===== src/rtl/gsensor_spi.sv =====
// Autonomous SPI master (mode 3, MSB first) for the ADXL345 accelerometer.
// Configures the sensor after reset, then burst-reads X/Y/Z every SAMPLE_DIV clocks.
module gsensor_spi #(
    parameter int CLK_DIV    = 25,
    parameter int SAMPLE_DIV = 500000
) (
    input  logic        clk1_50,
    input  logic        rst_,
    input  logic        gsensor_sdo,
    output logic        gsensor_cs_,
    output logic        gsensor_sclk,
    output logic        gsensor_sdi,
    output logic [15:0] accel_x,
    output logic [15:0] accel_y,
    output logic [15:0] accel_z,
    output logic        accel_valid,
    output logic        cfg_done
);
    localparam int CW = $clog2(2 * CLK_DIV);
    localparam int SW = $clog2(SAMPLE_DIV);
    localparam logic [CW-1:0] DIV_LAST  = CW'(CLK_DIV - 1);
    localparam logic [CW-1:0] GAP_LAST  = CW'(2 * CLK_DIV - 1);
    localparam logic [CW-1:0] CAP_CNT   = CW'(1);
    localparam logic [SW-1:0] SAMP_LAST = SW'(SAMPLE_DIV - 1);
    localparam logic [6:0]    WR_HALF_LAST = 7'd33;
    localparam logic [6:0]    RD_HALF_LAST = 7'd113;

    typedef enum logic [2:0] {
        S_WAIT, S_WR_FMT, S_GAP1, S_WR_PWR, S_IDLE, S_RD
    } state_t;

    state_t        r_state;
    state_t        w_state_nxt;
    logic [CW-1:0] r_cnt;
    logic [6:0]    r_half;
    logic [55:0]   r_tx;
    logic [47:0]   r_rx;
    logic [1:0]    r_sync;
    logic [SW-1:0] r_samp;
    logic          r_cs_;
    logic          r_sclk;
    logic          r_sdi;
    logic [15:0]   r_x;
    logic [15:0]   r_y;
    logic [15:0]   r_z;
    logic          r_valid;
    logic          r_cfg_done;

    logic          w_start;
    logic          w_end;
    logic          w_xfer;
    logic          w_div_last;
    logic          w_gap_last;
    logic          w_samp_exp;
    logic [6:0]    w_half_last;
    logic [55:0]   w_frame;

    always_ff @(posedge clk1_50 or negedge rst_) begin
        if (!rst_) r_state <= S_WAIT;
        else       r_state <= w_state_nxt;
    end

    // Frame halves: 0 = setup, odd = SCLK low, even = SCLK high, last = hold.
    always_comb begin
        w_half_last = (r_state == S_RD) ? RD_HALF_LAST : WR_HALF_LAST;
        w_xfer      = (r_state == S_WR_FMT) || (r_state == S_WR_PWR) || (r_state == S_RD);
        w_div_last  = (r_cnt == DIV_LAST);
        w_gap_last  = (r_cnt == GAP_LAST);
        w_samp_exp  = r_cfg_done && (r_samp == SAMP_LAST);
        w_end       = w_xfer && w_div_last && (r_half == w_half_last);
        w_state_nxt = r_state;
        w_start     = 1'b0;
        w_frame     = '0;
        case (r_state)
            S_WAIT: if (w_gap_last) begin
                w_state_nxt = S_WR_FMT;
                w_start     = 1'b1;
                w_frame     = {8'h31, 8'h08, 40'h0};
            end
            S_WR_FMT: if (w_end) w_state_nxt = S_GAP1;
            S_GAP1: if (w_gap_last) begin
                w_state_nxt = S_WR_PWR;
                w_start     = 1'b1;
                w_frame     = {8'h2D, 8'h08, 40'h0};
            end
            S_WR_PWR: if (w_end) w_state_nxt = S_IDLE;
            S_IDLE: if (w_samp_exp) begin
                w_state_nxt = S_RD;
                w_start     = 1'b1;
                w_frame     = {8'hF2, 48'h0};
            end
            S_RD: if (w_end) w_state_nxt = S_IDLE;
            default: w_state_nxt = S_WAIT;
        endcase
    end

    always_ff @(posedge clk1_50 or negedge rst_) begin
        if (!rst_) begin
            r_cnt      <= '0;
            r_half     <= '0;
            r_tx       <= '0;
            r_rx       <= '0;
            r_sync     <= '0;
            r_samp     <= '0;
            r_cs_      <= 1'b1;
            r_sclk     <= 1'b1;
            r_sdi      <= 1'b0;
            r_x        <= '0;
            r_y        <= '0;
            r_z        <= '0;
            r_valid    <= 1'b0;
            r_cfg_done <= 1'b0;
        end else begin
            r_sync  <= {r_sync[0], gsensor_sdo};
            r_valid <= 1'b0;

            if (r_cfg_done) r_samp <= (r_samp == SAMP_LAST) ? '0 : r_samp + 1'b1;

            if (w_start || w_end)                          r_cnt <= '0;
            else if (w_xfer)                               r_cnt <= w_div_last ? '0 : r_cnt + 1'b1;
            else if (r_state == S_WAIT || r_state == S_GAP1) r_cnt <= r_cnt + 1'b1;

            if (w_start)                   r_half <= '0;
            else if (w_xfer && w_div_last) r_half <= r_half + 1'b1;

            if (w_start) begin
                r_cs_  <= 1'b0;
                r_sclk <= 1'b1;
                r_sdi  <= w_frame[55];
                r_tx   <= w_frame;
            end else if (w_end) begin
                r_cs_  <= 1'b1;
                r_sclk <= 1'b1;
                r_sdi  <= 1'b0;
            end else if (w_xfer && w_div_last) begin
                if (!r_half[0] && ((r_half + 7'd1) != w_half_last)) begin
                    r_sclk <= 1'b0;
                    r_sdi  <= r_tx[55];
                    r_tx   <= {r_tx[54:0], 1'b0};
                end else if (r_half[0]) begin
                    r_sclk <= 1'b1;
                end
            end

            // r_sync[1] two cycles after a rising edge holds sdo as seen at that edge.
            if (r_state == S_RD && !r_half[0] && r_half != '0 && r_cnt == CAP_CNT)
                r_rx <= {r_rx[46:0], r_sync[1]};

            if (w_end && r_state == S_RD) begin
                r_x     <= {r_rx[39:32], r_rx[47:40]};
                r_y     <= {r_rx[23:16], r_rx[31:24]};
                r_z     <= {r_rx[7:0],   r_rx[15:8]};
                r_valid <= 1'b1;
            end
            if (w_end && r_state == S_WR_PWR) begin
                r_cfg_done <= 1'b1;
                r_samp     <= '0;
            end
        end
    end

    assign gsensor_cs_  = r_cs_;
    assign gsensor_sclk = r_sclk;
    assign gsensor_sdi  = r_sdi;
    assign accel_x      = r_x;
    assign accel_y      = r_y;
    assign accel_z      = r_z;
    assign accel_valid  = r_valid;
    assign cfg_done     = r_cfg_done;
endmodule


===== config.mk =====
export PLATFORM = sky130hd
export DESIGN_NAME = gsensor_spi
export DESIGN_NICKNAME = d
export VERILOG_FILES = /design/src/rtl/gsensor_spi.sv
export SDC_FILE = /design/constraint.sdc
export NUM_CORES = 1
export LEC_CHECK = 0
export ABC_CLOCK_PERIOD_IN_PS = 6700
export CORE_MARGIN = 2
export CORE_UTILIZATION = 55
export DETAILED_ROUTE_END_ITERATION = 8
export GPL_ROUTABILITY_DRIVEN = 0
export PLACE_DENSITY = 0.87
export SETUP_SLACK_MARGIN = 0.1
export SLEW_MARGIN = 20
export SYNTH_ARGS = -nofsm -noshare
export SYNTH_HDL_FRONTEND = slang
export SYNTH_SLANG_ARGS = --single-unit

===== constraint.sdc =====
create_clock -name clk1_50 -period 6.7 [get_ports clk1_50]
set_clock_uncertainty 0.15 [all_clocks]
set_input_delay 1.34 -clock clk1_50 [delete_from_list [all_inputs] [get_ports clk1_50]]
set_output_delay 1.34 -clock clk1_50 [all_outputs]
set_load 0.03 [all_outputs]

### Word-level counts from Yosys, hierarchy flattened

Cells that the tools add are included.

* $add $sub $neg: 3
* mux-type cells: 39
* equal/unequal tests: 17
* reductions and logical operators: 30

Operator list (number)
* $mux 56: 5
* $pmux 56 s3: 1
* $mux 54: 2
* $mux 19: 3
* $mux 6: 4
* $mux 7: 3
* $add 19x1->19 const B: 1
* $eq 19x19->1 const B: 1
* $mux 3: 5
* $pmux 3 s5: 1
* $mux 1: 14
* $ne 2x2->1 const B: 5
* $logic_and 1x1->1: 9
* $reduce_bool 3->1: 3
* $reduce_bool 2->1: 4
* $add 7x1->7 const B: 1
* $eq 7x7->1: 1
* $ne 7x7->1: 1
* $reduce_bool 7->1: 1
* $add 6x1->6 const B: 1
* $eq 3x2->1 const B: 2
* $eq 3x3->1 const B: 2
* $eq 6x1->1 const B: 1
* $eq 6x5->1 const B: 1
* 12 further kinds: 17

* logic and storage cells: 104
* register bits after elaboration: 194
* output and inout bits: 53

### Logic depth before layout (Yosys ltp)

Gate-level depths: netlist (run 1).

* word-level depth: 8
* mapped depth: 9
* depth with buffers taken out: 8

### Worst setup path before layout (run 1)

No wires, ideal clock.

* kind: reg2reg
* from: register r_cnt[0]
* to: register r_x[1] (netlist: accel_x[1])
* arrival time: 2.092 ns
* data required time: 6.425 ns
* path slack: 4.334 ns
* cell stages (with the launch flop): 9
* cell sequence: dfrtp_1 inv_1 ha_1 and4bb_2 nand4_1 nor4b_2 buf_4 buf_4 mux2_2

* word-level cells in the longest chain between the ends: 4

RTL lines
* from (decl): line 34 `logic [CW-1:0] r_cnt;`
* from (signal assigned): line 120 `else if (w_xfer) r_cnt <= w_div_last ? '0 : r_cnt + 1'b1;`
* from (signal assigned): line 121 `else if (r_state == S_WAIT || r_state == S_GAP1) r_cnt <= r_cnt + 1'b1;`
* $eq 6x5->1: line 67 `w_div_last = (r_cnt == DIV_LAST);`
* $logic_and 1x1->1 (2 in a row): line 70 `w_end = w_xfer && w_div_last && (r_half == w_half_last);`
* $logic_and 1x1->1: line 149 `if (w_end && r_state == S_RD) begin`
* to (signal assigned): line 150 `r_x <= {r_rx[39:32], r_rx[47:40]};`
* to (decl): line 43 `logic [15:0] r_x;`

No other way between the ends.
A chain may end at the register's enable or synchronous reset.

### Worst setup path after layout (run 1)

* from: register r_cnt[1]
* to: register r_samp[11]

* word-level cells in the longest chain between the ends: 5
* elaborated cells between the ends (all ways): 6
* classes of those cells: eq/ne: 1; mux: 1; reduce/logical: 4

RTL lines
* $eq 6x5->1 *: line 67
* $logic_and 1x1->1 * (2 in a row): line 70
* $logic_and 1x1->1 *: line 155 `if (w_end && r_state == S_WR_PWR) begin`
* $mux 19 or $reduce_bool 2->1 (tied branches)
* to (signal assigned): line 117 `if (r_cfg_done) r_samp <= (r_samp == SAMP_LAST) ? '0 : r_samp + 1'b1;`
* to (decl): line 39 `logic [SW-1:0] r_samp;`

Mark *: on every way between the ends. The rest lies on a longest branch, timed or not.

==> results of run 1 <==
[registers in the layout, summed over array words and instances, names as in the netlist]
name	cells
gsensor_cs_	1
r_half	7
r_sync	2
accel_valid	1
r_rx	48
r_tx	13
r_samp	19
cfg_done	1
accel_x	16
r_state	3
gsensor_sclk	1
r_cnt	6
gsensor_sdi	1
accel_z	16
accel_y	16
[worst paths after layout]
check	start	endpoint	slack (ps)	cells past startpoint
setup / recovery	r_cnt[1]$_DFFE_PN0P_	r_samp[11]$_DFFE_PN0P_	3510	8
hold / removal	r_sync[0]$_DFF_PN0_	r_sync[1]$_DFF_PN0_	200	0
setup reg to reg	r_cnt[1]$_DFFE_PN0P_	r_samp[11]$_DFFE_PN0P_	3510	8
hold reg to reg	r_sync[0]$_DFF_PN0_	r_sync[1]$_DFF_PN0_	200	0
max in group asynchronous	rst_	r_rx[1]$_DFFE_PN0P_	4270	2
min in group asynchronous	rst_	accel_x[6]$_DFFE_PN0P_	810	1
[worst max-delay path, stage by stage (launching register included)]
cell and delay (ps):
dfrtp_1 410, inv_1 120, ha_1 170, and4bb_2 270, nand4_1 520, a211oi_4 680, a21oi_2 240, inv_1 320
a31oi_1 160
[cell type report]
type	instances	area (µm²)
Sequential cell	151	3780
Fill cell	788	3690
Multi-Input combinational cell	345	2620
Timing Repair Buffer	58	574
Clock buffer	20	467
Tap cell	143	179
Clock inverter	12	165
Inverter	10	37.5
[layer usage]
layer | global-route usage (%) | wire length, µm | vias up | part of all wire (%)
met5 | 0 | 0 | - | 0
met4 | 6.02 | 205 | 0 | 1.6
met3 | 6.32 | 652 | 25 | 5.1
met2 | 34.4 | 6220 | 159 | 49
met1 | 28.7 | 5700 | 2269 | 45
li1 | - | - | 2039 | -
[cells by family after synthesis]
kind of cell,Yosys count,synth area share (%)
AO/OA/AOI/OAI,86,9.18
XOR/XNOR,7,0.938
adder cells (fa/ha/maj),7,1.34
buffers and inverters,30,2.22
flip-flops,151,57.8
multiplexers,97,16.7
AND/OR/NAND/NOR,148,11.8
[Yosys cell counts, drive strengths merged (2+ instances only)]
master | n | area [µm²]
dfrtp | 149 | 3730
mux2 | 97 | 1090
nand2 | 36 | 135
nand3 | 29 | 145
nor2 | 27 | 101
o21ai | 26 | 130
a21oi | 13 | 80.1
buf | 13 | 81.3
a31oi | 12 | 75.1
nand4 | 11 | 68.8
inv | 10 | 37.5
nor3 | 10 | 50.1
o211ai | 8 | 60.1
and3 | 7 | 43.8
clkbuf | 7 | 26.3
ha | 7 | 87.6
a22o | 6 | 52.6
and2 | 6 | 37.5
and4 | 5 | 43.8
a211oi | 4 | 42.5
xor2 | 4 | 35.0
a21o | 3 | 22.5
o31ai | 3 | 22.5
xnor2 | 3 | 26.3
dfstp | 2 | 52.6
nand2b | 2 | 12.5
nand4b | 2 | 17.5
nor3b | 2 | 15.0
nor4 | 2 | 12.5
nor4b | 2 | 23.8
o22ai | 2 | 12.5
o311ai | 2 | 17.5
[power by group]
part	leakage, nW	total (mW)	internal (mW)	switching (mW)
sequential	2.09	0.913	0.913	0.000123
clock	0.311	1.00	0.623	0.380
combinational	1.25	0.0181	0.00144	0.0166
==> results by group, run 1 <==
Clock tree
  – Root Buffer: clkbuf_16
  – Skew-Pair Late Insertion Delay: 410 ps
  – CTS buffer count: 17
  – PostCTS Resize Cnt: 0
  – Clock-pin slew on the worst setup and hold paths: 60 ps
  – CTS tree: yes
  – Post-CTS Setup Inserts: 0
  – # clock sinks: 151
  – Clock buffer depth: 2
  – Cts hold-fix bufs: 0
  – H-tree depth: 4

Yosys
  – Post-Syn Nets: 536
  – Dominant synthesized flop cell: dfrtp_1
  – Gate Count Post-Synth: 526
  – Syn Area/Cell: 12.4 µm²
  – Register area share after synthesis: 57.8%
  – Asr flop ratio synth: 100%
  – Distinct cells, synth: 52
  – EDFF count, synth: 0
  – Post-Syn Area: 0.00654 mm²
  – Post-synthesis register bit count: 151
  – Yosys warnings: 0

Timing
  – Slew Limit Fails: 0
  – Slew @ Worst Pin: 854 ps
  – Max frequency: 313 MHz
  – Number of hold violations in the final report: 0
  – Worst slew margin: 43.1%
  – Setup TNS Final: 0 ps
  – Final worst setup slack: 3510 ps
  – Setup violators final: 0
  – RSZ-0062 raised after global routing: no
  – Crit share post-route: 47.6%
  – Final hold slack: 196 ps
  – Minimum clock period after layout: 3190 ps

Critical path
  – Crit path max fanout: 12
  – Critical path startpoint category: flip-flop
  – Arrival time at the worst endpoint: 3310 ps
  – Critical Path End Type: flip-flop
  – Critical Path RT: 6820 ps
  – Crit path kind: flip-flop to flip-flop

Final layout
  – Fraction of layout cells with a size suffix above 1: 24.0%
  – Ant. Diodes: 0
  – Area growth syn-to-layout: 19.7%
  – Layout Nets: 593
  – Commonest non-fill, non-tap cell in the layout: dfrtp_1
  – Final Cell Area: 0.00783 mm²
  – Non-filler cells, final: 739
  – Final Core Density: 67.9%
  – Commonest cells after routing, fill and taps aside: 149 x dfrtp_1, 97 x mux2_2, 54 x clkdlybuf4s50_1

Power
  – VDD IR-drop max: 0.000204 V
  – Leakage power: 3.65 nW
  – Final Power: 1.93 mW
  – PwrDens: 247 mW/mm²

Routing
  – Drt wl/cell: 17.3 µm
  – Starting DRT DRC Count: 460
  – Drt via density: 6.08
  – Vias: 4,492
  – DRC: 8
  – 1st-pass router iterations: 9
  – Final ANT Viol Nets: 0
  – Routed WL: 12,800 µm

Global route
  – First-pass GRT wire length: 21,900 µm
  – All-Layer GR Usage: 21.4%
  – Grt ovf: 0
  – Number of global-route vias before repair: 4,418
  – Initial antenna violation count: 0
  – Largest net degree at the start of global routing: 82

Floorplan
  – Site row count: 39
  – Core box area: 0.0115 mm²
  – Number of primary I/O pins: 56
  – Die H: 113 µm
  – Die W: 113 µm
  – Starting Density: 56.8%
  – Die area: 0.0128 mm²

Placement
  – Dpl ws: 3650 ps
  – Placed inst area: 0.00719 mm²
  – Placed Cells: 707
  – HPWL Detailed: 8010 µm
  – IO buf count: 55

Hold path
  – Worst min path class: flip-flop to flip-flop

Outcome
  – Failing checks: DRC
  – Status: finished, violations left

Job
  – Max-Cap Viols: 0
No activity file was read; power rests on OpenSTA's default activity.
==> run 2, diff against run 1 <==
--- a/config.mk
+++ b/config.mk
@@ -5,7 +5,7 @@
 export SDC_FILE = /design/constraint.sdc
 export NUM_CORES = 1
 export LEC_CHECK = 0
-export ABC_CLOCK_PERIOD_IN_PS = 6700
+export ABC_CLOCK_PERIOD_IN_PS = 3000
 export CORE_MARGIN = 2
 export CORE_UTILIZATION = 55
 export DETAILED_ROUTE_END_ITERATION = 8
==> constraint.sdc (replaced) <==
create_clock -name clk1_50 -period 3 [get_ports clk1_50]
set_clock_uncertainty 0.15 [all_clocks]
set_input_delay 0.6 -clock clk1_50 [delete_from_list [all_inputs] [get_ports clk1_50]]
set_output_delay 0.6 -clock clk1_50 [all_outputs]
set_load 0.03 [all_outputs]
==> run 2 against run 1 <==
  * The run still ends with DRC left
  * Global-route usage rose by 0.82 points
  * Critical endpoint is now r_samp[14]$_DFFE_PN0P_
  * Clock power rose by 120%
  * Register-to-register slack got worse by 3200 ps
==> results by group, run 2 (synthesis results as in run 1) <==
Critical path
  – R2R Path Start: r_cnt[0]$_DFFE_PN0P_ (was r_cnt[1]$_DFFE_PN0P_)
  – Critical Path RT: 3120 ps (was 6820 ps)
  – WP buf/inv: 2 (unchanged)
  – Slowest cell on crit path: a211oi_4 (unchanged)
  – Crit path kind: flip-flop to flip-flop (unchanged)
  – Reg-to-reg slack, setup: 280 ps (was 3510 ps)
  – Most used cell along the critical path: inv_1 (unchanged)
  – Critical Path End Type: flip-flop (unchanged)
  – Path length in cells of the critical path: 8 (unchanged)
  – Delay-heaviest family, CP: compound AO/OA/AOI/OAI gates (unchanged)
  – Critical path startpoint category: flip-flop (unchanged)
  – Arrival time at the worst endpoint: 2840 ps (was 3310 ps)
  – Crit path max fanout: 11 (was 12)
  – Reg-to-reg critical path endpoint: r_samp[14]$_DFFE_PN0P_ (was r_samp[11]$_DFFE_PN0P_)
  – Max stage delay on crit path: 510 ps (was 680 ps)
  – R2R cell count: 8 (unchanged)
  – Crit-path cells: inv_1 -> ha_1 -> and4bb_2 -> nand4_1 -> a211oi_4 -> a21oi_2 -> inv_1 -> a31oi_1 (unchanged)

Power
  – PwrDens: 542 mW/mm² (was 247 mW/mm²)
  – Leakage power: 3.66 nW (was 3.65 nW)
  – VDD IR-drop max: 0.000395 V (was 0.000204 V)

Clock tree
  – CTS tree: yes (unchanged)
  – # clock sinks: 151 (unchanged)
  – Clock-pin slew on the worst setup and hold paths: 60 ps (about the same)
  – Root Buffer: clkbuf_16 (unchanged)
  – H-tree depth: 4 (unchanged)
  – Skew-Pair Late Insertion Delay: 410 ps (about the same)
  – Cts hold-fix bufs: 0 (unchanged)
  – Clock buffer depth: 2 (unchanged)
  – CTS buffer count: 17 (unchanged)

Timing
  – Crit share post-route: 90.6% (was 47.6%)
  – Slew Limit Fails: 0 (unchanged)
  – Minimum clock period after layout: 2720 ps (was 3190 ps)
  – Setup violators final: 0 (unchanged)
  – Max frequency: 368 MHz (was 313 MHz)
  – Number of hold violations in the final report: 0 (unchanged)
  – Slew @ Worst Pin: 737 ps (was 854 ps)
  – Worst slew margin: 50.7% (was 43.1%)
  – RSZ-0062 raised after global routing: no (unchanged)
  – Setup TNS Final: 0 ps (unchanged)
  – Final worst setup slack: 281 ps (was 3510 ps)

Routing
  – Routed WL: 13,300 µm (was 12,800 µm)
  – Starting DRT DRC Count: 513 (was 460)
  – Final ANT Viol Nets: 0 (unchanged)
  – Drt via density: 6.01 (was 6.08)
  – Drt wl/cell: 18.0 µm (was 17.3 µm)
  – DRC: 9 (was 8)
  – 1st-pass router iterations: 7 (was 9)
  – Vias: 4,460 (was 4,492)

Placement
  – Dpl ws: 362 ps (was 3650 ps)
  – IO buf count: 55 (unchanged)
  – HPWL Detailed: 8540 µm (was 8010 µm)

Final layout
  – Biggest register: r_rx (unchanged)
  – Largest registers: r_rx: 48 flops, r_samp: 19 flops (unchanged)
  – Commonest non-fill, non-tap cell in the layout: dfrtp_1 (unchanged)
  – Area growth syn-to-layout: 20.4% (was 19.7%)
  – Layout Nets: 597 (was 593)
  – Ant. Diodes: 0 (unchanged)
  – Commonest cells after routing, fill and taps aside: 149 x dfrtp_1, 97 x mux2_2, 54 x clkdlybuf4s50_1 (unchanged)
  – Fraction of layout cells with a size suffix above 1: 24.5% (was 24.0%)
  – Max reg flops: 48 (unchanged)
  – Final Core Density: 68.4% (was 67.9%)

Global route
  – Number of global-route vias before repair: 4,678 (was 4,418)
  – Largest net degree at the start of global routing: 80 (was 82)
  – Grt ovf: 0 (unchanged)
  – Initial antenna violation count: 0 (unchanged)
  – All-Layer GR Usage: 22.2% (was 21.4%)
  – First-pass GRT wire length: 22,800 µm (was 21,900 µm)

Floorplan
  – Die W: 113 µm (unchanged)
  – Number of primary I/O pins: 56 (unchanged)
  – Core box area: 0.0115 mm² (unchanged)
  – Die area: 0.0128 mm² (unchanged)
  – Starting Density: 56.8% (unchanged)
  – Site row count: 39 (unchanged)
  – Die H: 113 µm (unchanged)

Job
  – Max-Cap Viols: 0 (unchanged)

Hold path
  – Worst min path class: primary input to asynchronous set/reset pin (was flip-flop to flip-flop)

Outcome
  – Failing checks: DRC (unchanged)
  – Status: finished, violations left (unchanged)
-- run 2: metal layers --
layer	wire length (µm)	part of all wire, %	vias to the layer above	track usage, %
met5	0	0	-	0
met4	162	1.2	0	7.24
met3	691	5.2	24	5.14
met2	6910	52	152	37.0
met1	5580	42	2237	29.1
li1	-	-	2047	-
-- run 2: timing repair --
item                                    4_1_cts  5_1_grt
setup buffers                                 0        0
endpoints found under the setup margin        0        8
gates resized for setup                       0        2
-- run 2: layout make-up --
type,count,area [µm²]
Timing Repair Buffer,62,629
Tap cell,143,179
Multi-Input combinational cell,345,2630
Clock buffer,21,470
Sequential cell,151,3780
Inverter,10,37.5
Fill cell,749,3640
Clock inverter,10,143
-- run 2: how the worst max path moves through the flow --
stage | from | endpoint
after global routing | r_half[0]$_DFFE_PN0P_ | r_tx[43]$_DFFE_PN0P_
final | r_cnt[0]$_DFFE_PN0P_ | r_samp[14]$_DFFE_PN0P_
after CTS | r_cnt[0]$_DFFE_PN0P_ | r_samp[14]$_DFFE_PN0P_
after global placement | r_cnt[0]$_DFFE_PN0P_ | r_samp[15]$_DFFE_PN0P_
after floorplan | r_cnt[0]$_DFFE_PN0P_ | accel_x[1]$_DFFE_PN0P_
after detailed placement | r_cnt[1]$_DFFE_PN0P_ | r_samp[8]$_DFFE_PN0P_
-- run 2: through the flow --
step	total power, mW	area (µm²)	hold WS (ps)	instances
after floorplan	2.08	6540	154	526
after global placement	2.12	7250	183	711
after detailed placement	2.12	7250	191	711
after CTS	4.30	7860	99.3	742
after global routing	4.40	7870	116	742
final	4.27	7870	64.6	742
-- run 2: power by group --
group / switching, mW / total (mW) / leakage [nW] / internal [mW]
clock: 0.810 / 2.18 / 0.288 / 1.37
combinational: 0.0384 / 0.0443 / 1.28 / 0.00594
sequential: 0.000304 / 2.04 / 2.09 / 2.04
